## src/rtl/reg_file_cmd_ctrl.sv

```systemverilog
// Byte-stream command sequencer: decodes write/read frames from UART RX, drives the
// register file access port and returns read data on UART TX.
module reg_file_cmd_ctrl #(
    parameter int unsigned ADDR_WIDTH = 4,
    parameter logic [7:0]  WR_CMD     = 8'hAA,
    parameter logic [7:0]  RD_CMD     = 8'hBB,
    parameter int unsigned TIMEOUT    = 1024
) (
    input  logic                  CLK,
    input  logic                  RST,
    input  logic [7:0]            RX_P_DATA,
    input  logic                  RX_D_VLD,
    input  logic [7:0]            RdData,
    input  logic                  RdData_Valid,
    input  logic                  TX_BUSY,
    output logic                  WrEn,
    output logic                  RdEn,
    output logic [ADDR_WIDTH-1:0] Address,
    output logic [7:0]            WrData,
    output logic [7:0]            TX_P_DATA,
    output logic                  TX_D_VLD,
    output logic                  CTRL_BUSY,
    output logic                  CMD_ERR
);

    localparam int unsigned     CNT_W    = (TIMEOUT > 2) ? $clog2(TIMEOUT) : 1;
    localparam logic [CNT_W-1:0] CNT_LAST = CNT_W'(TIMEOUT - 1);

    typedef enum logic [2:0] {
        IDLE,
        WR_ADDR,
        WR_DATA,
        RD_ADDR,
        RD_REQ,
        RD_WAIT,
        TX_SEND
    } state_e;

    state_e                state_q, state_d;
    logic [CNT_W-1:0]      cnt_q, cnt_d;
    logic [ADDR_WIDTH-1:0] addr_q, addr_d;
    logic [7:0]            wrdata_q, wrdata_d;
    logic [7:0]            txdata_q, txdata_d;
    logic [7:0]            buf_q, buf_d;
    logic                  wren_q, wren_d;
    logic                  rden_q, rden_d;
    logic                  txvld_q, txvld_d;
    logic                  busy_q, busy_d;
    logic                  err_q, err_d;

    logic timed_out;
    logic addr_bad;
    logic counting;

    assign timed_out = (cnt_q == CNT_LAST);
    assign addr_bad  = ((RX_P_DATA >> ADDR_WIDTH) != 8'h00);
    assign counting  = (state_q == WR_ADDR) || (state_q == WR_DATA) ||
                       (state_q == RD_ADDR) || (state_q == RD_WAIT);

    always_comb begin
        state_d  = state_q;
        addr_d   = addr_q;
        wrdata_d = wrdata_q;
        txdata_d = txdata_q;
        buf_d    = buf_q;
        wren_d   = 1'b0;
        rden_d   = 1'b0;
        txvld_d  = 1'b0;
        err_d    = 1'b0;

        case (state_q)
            IDLE: begin
                if (RX_D_VLD) begin
                    if (RX_P_DATA == WR_CMD) begin
                        state_d = WR_ADDR;
                    end else if (RX_P_DATA == RD_CMD) begin
                        state_d = RD_ADDR;
                    end else begin
                        err_d = 1'b1;
                    end
                end
            end
            WR_ADDR, RD_ADDR: begin
                // Timeout takes priority over a byte arriving in the same cycle.
                if (timed_out) begin
                    err_d   = 1'b1;
                    state_d = IDLE;
                end else if (RX_D_VLD) begin
                    if (addr_bad) begin
                        err_d   = 1'b1;
                        state_d = IDLE;
                    end else begin
                        addr_d  = RX_P_DATA[ADDR_WIDTH-1:0];
                        state_d = (state_q == WR_ADDR) ? WR_DATA : RD_REQ;
                    end
                end
            end
            WR_DATA: begin
                if (timed_out) begin
                    err_d   = 1'b1;
                    state_d = IDLE;
                end else if (RX_D_VLD) begin
                    wrdata_d = RX_P_DATA;
                    wren_d   = 1'b1;
                    state_d  = IDLE;
                end
            end
            RD_REQ: begin
                rden_d  = 1'b1;
                err_d   = RX_D_VLD;
                state_d = RD_WAIT;
            end
            RD_WAIT: begin
                if (timed_out) begin
                    err_d   = 1'b1;
                    state_d = IDLE;
                end else begin
                    err_d = RX_D_VLD;
                    // RdEn is still high on the first RD_WAIT cycle; valid is only trusted after it.
                    if (!rden_q && RdData_Valid) begin
                        buf_d   = RdData;
                        state_d = TX_SEND;
                    end
                end
            end
            TX_SEND: begin
                err_d = RX_D_VLD;
                if (!TX_BUSY) begin
                    txvld_d  = 1'b1;
                    txdata_d = buf_q;
                    state_d  = IDLE;
                end
            end
            default: begin
                state_d = IDLE;
            end
        endcase

        if ((state_d != state_q) || RX_D_VLD) begin
            cnt_d = '0;
        end else if (counting) begin
            cnt_d = cnt_q + CNT_W'(1);
        end else begin
            cnt_d = cnt_q;
        end

        busy_d = (state_d != IDLE);
    end

    always_ff @(posedge CLK) begin
        if (RST) begin
            state_q  <= IDLE;
            cnt_q    <= '0;
            addr_q   <= '0;
            wrdata_q <= '0;
            txdata_q <= '0;
            buf_q    <= '0;
            wren_q   <= 1'b0;
            rden_q   <= 1'b0;
            txvld_q  <= 1'b0;
            busy_q   <= 1'b0;
            err_q    <= 1'b0;
        end else begin
            state_q  <= state_d;
            cnt_q    <= cnt_d;
            addr_q   <= addr_d;
            wrdata_q <= wrdata_d;
            txdata_q <= txdata_d;
            buf_q    <= buf_d;
            wren_q   <= wren_d;
            rden_q   <= rden_d;
            txvld_q  <= txvld_d;
            busy_q   <= busy_d;
            err_q    <= err_d;
        end
    end

    assign WrEn      = wren_q;
    assign RdEn      = rden_q;
    assign Address   = addr_q;
    assign WrData    = wrdata_q;
    assign TX_P_DATA = txdata_q;
    assign TX_D_VLD  = txvld_q;
    assign CTRL_BUSY = busy_q;
    assign CMD_ERR   = err_q;

endmodule

```

## config.mk

```make
export PLATFORM = sky130hd
export DESIGN_NAME = reg_file_cmd_ctrl
export DESIGN_NICKNAME = d
export VERILOG_FILES = /design/src/rtl/reg_file_cmd_ctrl.sv
export SDC_FILE = /design/constraint.sdc
export NUM_CORES = 1
export LEC_CHECK = 0
export ABC_AREA = 0
export CAP_MARGIN = 10
export CORE_ASPECT_RATIO = 1.25
export CORE_MARGIN = 8
export CORE_UTILIZATION = 50
export DETAILED_ROUTE_END_ITERATION = 8
export PLACE_DENSITY = 0.79
export SYNTH_ARGS = -nofsm -noshare
export SYNTH_HDL_FRONTEND = slang
export SYNTH_SLANG_ARGS = --single-unit
```

## constraint.sdc

```tcl
create_clock -name CLK -period 2.07 [get_ports CLK]
set_input_delay 0.5175 -clock CLK [delete_from_list [all_inputs] [get_ports CLK]]
set_output_delay 0.5175 -clock CLK [all_outputs]
set_load 0.02 [all_outputs]
```

# ---- Word-level counts from Yosys, hierarchy flattened
# Index checks and enable logic that the tools add are counted.
dict set report totals {
  regBits 46
  latch_bits 0
  ram_bits 0
  romBits 0
  inputBits 21
  output_inout_bits 25
  wordCells 70
  memories 0
}
dict set report op_classes {
  add_sub_neg 1
  n_mul 0
  div_mod_pow 0
  n_lt_le_gt_ge 0
  eq_ne 10
  n_shift 0
  muxes 25
  n_bitwise 5
  reduce_logical 18
}
# cell count
set ops {}
lappend ops {{3-bit 2-to-1 mux} 12}
lappend ops {{3-bit one-hot mux with 6 select lines} 1}
lappend ops {{8-bit == test, second input constant} 2}
lappend ops {{1-bit 2-to-1 mux} 11}
lappend ops {{10-bit by 1-bit adder with 10-bit output, second input constant} 1}
lappend ops {{10-bit == test, second input constant} 1}
lappend ops {{3-bit == test, second input constant} 3}
lappend ops {{8-bit nonzero test} 1}
lappend ops {{2-bit OR reduction} 4}
lappend ops {{3-bit by 2-bit == test with 1-bit output, second input constant} 2}
lappend ops {{3-bit AND reduction} 2}
lappend ops {{1-bit NOT} 5}
lappend ops {{1-bit one-hot mux with 5 select lines} 1}
lappend ops {{1-bit logical OR} 4}
lappend ops {{4-bit AND reduction} 1}
lappend ops {{3-bit by 1-bit == test with 1-bit output, second input constant} 1}
lappend ops {{3-bit logical NOT} 1}
lappend ops {{3-bit != test} 1}
lappend ops {{3-bit nonzero test} 1}
lappend ops {{3-bit OR reduction} 1}
lappend ops {{2-bit AND reduction} 1}
lappend ops {{1-bit logical AND} 1}
lappend ops {{1-bit logical NOT} 1}

# ---- Depth between registers and ports, before layout
dict set report logic_depth {
  word_depth 9
  depth_mapped 7
  ltp_nobuf 6
}

# ---- Worst setup path before layout
# No wires, ideal clock.
dict set report synth_path {
  path_kind {reg-to-reg}
  start {register cnt_q[0]}
  end {register cnt_q[0]}
  setup_time_ps 80
  arrival_time_ps 1706
  t_required_ps 1990
  setup_slack_ps 284
  stages_incl_launch_ff 8
  n_path_buf 1
  period_less_slack_ps 1786
  cell_sequence {dfxtp_1 ha_1 nand3_2 nor3_4 or4_1 buf_6 o311a_4 a211oi_2}
}
dict set report synth_between {
  elab_chain_cells 6
  word_cells_on_any_way 9
  classes_between {1 x add/sub; 2 x eq/ne; 4 x mux; 2 x reduce/logical}
}
# item line
set synth_rtl {}
lappend synth_rtl {{start, declared} 40} ;# logic [CNT_W-1:0] cnt_q, cnt_d;
lappend synth_rtl {{start signal, assigned} 165} ;# cnt_q <= cnt_d;
lappend synth_rtl {{10-bit == test} 55} ;# assign timed_out = (cnt_q == CNT_LAST);
lappend synth_rtl {{3-bit 2-to-1 mux (on tied branches)} {114, 85, 99}}
lappend synth_rtl {{3-bit one-hot mux with 6 select lines} 71} ;# case (state_q)
lappend synth_rtl {{3-bit != test} 139} ;# if ((state_d != state_q) || RX_D_VLD) begin
lappend synth_rtl {{1-bit logical OR} 139}
lappend synth_rtl {{2-bit OR reduction (no source line)} --}
# Parallel ways exist; a longest one is shown, timed or not.
# A chain may end at the register's enable or synchronous reset.

# ---- Final worst setup path
dict set report layout_path {
  start {input RX_P_DATA[7]}
  end {register cnt_q[3]}
}
dict set report layout_between {
  elab_chain_cells 8
  word_cells_on_any_way 13
  classes_between {3 x eq/ne; 7 x mux; 3 x reduce/logical}
}
# item line
set layout_rtl {}
lappend layout_rtl {{start, declared} 11} ;# input logic [7:0] RX_P_DATA,
lappend layout_rtl {{8-bit == test or 8-bit nonzero test (tied branches)} {76, 56}}
lappend layout_rtl {{3-bit 2-to-1 mux (on tied branches)} {76, 89}}
lappend layout_rtl {{3-bit 2-to-1 mux (on tied branches)} {74, 88}}
lappend layout_rtl {{3-bit 2-to-1 mux (on tied branches)} {73, 85}}
lappend layout_rtl {{3-bit one-hot mux with 6 select lines *} 71}
lappend layout_rtl {{3-bit != test *} 139}
lappend layout_rtl {{1-bit logical OR *} 139}
lappend layout_rtl {{2-bit OR reduction (no source line) *} --}
# Every way passes the cells marked *; elsewhere a longest branch is shown, timed or not.

==> impl_metrics.ini <==
[place]
port_buffers = 45
dp_hpwl_microns = 3950
place_congestion = 0.858
place_area_sq_mm = 0.00274
dp.cells = 337
dp_slack_ns = -0.219

[clocking]
cts_tree = yes
clkTransAtPathRegs_ns = 0.09
clockRootBuffer = clkbuf_8
hold_buffers = 0
worstSkewPairLatency_ns = 0.31
clock-sinks = 46
cts_resized = 0
htree_levels = 2
numCtsBuffers = 5
cts_setup_buffers = 0
clk_path_buf_depth = 2

[grt]
grt_max_degree = 33
grt_antenna_before_repair = 0
gr-total-overflow = 0
grt_pass1_vias = 1793
grt_first_pass_wirelength_microns = 8650
track_usage = 0.168

[floorplan]
core_sq_mm = 0.00407
die_w_microns = 74.2
die_area_sq_mm = 0.00659
num_rows = 26
die_h_microns = 88.8
ios = 46
start_util = 0.521

[setup_path]
required_ns = 2.30
crit_path_end_kind = flip-flop
cpLargestDelayFamily = compound AO/OA/AOI/OAI gates
crit_fanout = 8
cpMaxStageDelayCell = clkdlybuf4s50_1
cp_cell_sequence = clkdlybuf4s50_1 > nor4_2 > buf_4 > nand4_1 > o21a_1 > o311a_4 > a211oi_2
start_kind = input port
arrival_ns = 2.19
path_class = in2reg
slowest_delay_ns = 0.43
crit_buf_inv = 2

[run]
maxCapViolations = 0

[worst_hold_path]
hold_path_class = reg2reg

[finish]
fillerInstances = 345
antenna_cells = 0
fin_area_sq_mm = 0.00284
area_growth_pct = 33.9
final_nets = 310
multiInputGateArea_sq_mm = 0.00111
regArea_sq_um = 921
final_util = 0.698
fin_cells = 345
layout-drive-gt1-share = 0.163

[drt]
vias_per_cell = 5.39
wl_microns = 5210
dr.pass1.iters = 4
num_vias = 1860
detail-route-antenna-nets = 0
wl_per_cell_microns = 15.1
drc = 0
first_iter_violations = 108

[synth]
syn-mean-instance-area_sq_um = 9.41
synth_seq_area_share = 0.435
syn_area_sq_mm = 0.00212
synth-seq-cells = 46
ys.flop_type = dfxtp_1
synth_edf_count = 0
synth_nets = 247
synth-async-reset-ratio = 0
syn_inst = 225
yosysUniqueCellTypes = 49
ys_warn_count = 0

[sta]
timing.setup.tns_ns = 0
fin_crit_ns = 1.97
hold_viol = 0
period_share = 0.950
worst_pin_slew_ns = 0.496
slew_violations = 0
timing.fmax_mhz = 508
slew_headroom = 0.666
setup_viol = 0
rsz0062_at_grt = false
fin_ws_ns = 0.103
skew_ns = 0.00774

[status]
outcome = completed

[power]
p_leak_nw = 1.10
power.density_mw_per_mm2 = 551
vdd_drop_max_mv = 0.359
==> layout by cell type, fill, tap and decap left out, types with 2 or more instances in the layout <==
master / netlist / layout
nand4_1: 5 / 5
xnor2_1: 3 / 3
clkdlybuf4s50_1: 0 / 45
and4b_1: 2 / 2
a31oi_1: 4 / 4
nor2_1: 37 / 37
inv_1: 2 / 2
mux2i_1: 21 / 21
nor4_2: 2 / 2
clkbuf_8: 0 / 5
dfxtp_1: 46 / 46
or4_1: 2 / 2
o21ai_0: 7 / 7
buf_4: 2 / 24
o211ai_1: 3 / 3
nor4_1: 5 / 5
nand2b_1: 3 / 3
nor2b_1: 4 / 4
clkinvlp_4: 0 / 2
nand2_1: 21 / 21
o21ai_1: 2 / 2
a211oi_2: 3 / 3
a21oi_1: 9 / 9
o31a_1: 3 / 3
xor2_1: 4 / 4
==> layer usage <==
layer  part of all wire  wire length, microns  vias to the layer above  track usage
li1                   -                     -                      932            -
met1               0.41                  2130                      871        0.179
met2               0.52                  2720                       48        0.306
met3              0.047                   245                        9       0.0408
met4              0.022                   113                        0       0.0679
met5                  0                     0                        -            0
==> power by group <==
group | leakage, nW | internal (W) | switching, W
Clock | 0.0408 | 0.000242 | 0.000330
Combinational | 0.688 | 0.0000593 | 0.0000449
Sequential | 0.371 | 0.000885 | 0.000000719
Total | 1.10 | 0.00119 | 0.000376
==> cells by family (layout without fill, tap and decap cells) <==
family                   after synthesis  after routing  synth area share
AND/OR/NAND/NOR                       93             93             0.240
flip-flops                            46             46             0.435
AO/OA/AOI/OAI                         41             41             0.151
multiplexers                          21             21            0.0992
buffers and inverters                 16             80            0.0408
XOR/XNOR                               7              7            0.0289
adder cells (fa/ha/maj)                1              1           0.00591
==> worst register-to-register path, stage by stage, from the launching register on <==
cell     delay [ns]
dfxtp_1        0.35
ha_1           0.25
nand3_2        0.13
nor3_4         0.07
or4_1          0.55
buf_4          0.21
mux2i_1        0.15
nor2_1         0.05
==> final cells by class <==
type / instances / share of cell area
Inverter: 3 / 0.00397
Timing Repair Buffer: 69 / 0.222
Sequential cell: 46 / 0.325
Clock inverter: 3 / 0.00838
Tap cell: 56 / 0.0247
Multi-Input combinational cell: 163 / 0.392
Clock buffer: 5 / 0.0243
==> synth_stat cells (all sizes together), types with 4 or more instances <==
library cell  number  area (sq um)
buf                7          52.5
a31oi              4          25.0
xor2               4          35.0
nor2              37           139
nand2             22          85.1
o21ai              9          45.0
mux2i             21           210
nor4               7          56.3
nor2b              4          25.0
a21oi             10          53.8
nand4              6          43.8
dfxtp             46           921
clkbuf             6          22.5
==> through the flow <==
stage          hold WS [ns]  total power [W]
2_1_floorplan         0.432         0.000939
3_3_place_gp          0.435          0.00101
3_5_place_dp          0.445          0.00101
4_1_cts               0.459          0.00157
5_1_grt               0.473          0.00162
6_report              0.456          0.00156
==> registers in the layout (all words and copies together), names as in the netlist <==
name,cells
WrData,8
CMD_ERR,1
TX_P_DATA,8
RdEn,1
TX_D_VLD,1
Address,4
buf_q,8
CTRL_BUSY,1
state_q,3
cnt_q,10
WrEn,1
==> final timing paths <==
check	start	cells past startpoint	to	slack [ns]
hold / removal	buf_q[5]$_SDFFE_PP0P_	2	TX_P_DATA[5]$_SDFFE_PP0P_	0.46
hold reg to reg	buf_q[5]$_SDFFE_PP0P_	2	TX_P_DATA[5]$_SDFFE_PP0P_	0.46
setup / recovery	RX_P_DATA[7]	7	cnt_q[3]$_SDFFE_PP0P_	0.10
setup reg to reg	cnt_q[0]$_SDFFE_PP0P_	7	buf_q[7]$_SDFFE_PP0P_	0.20
Note: power is estimated with default switching activity, not from simulation.
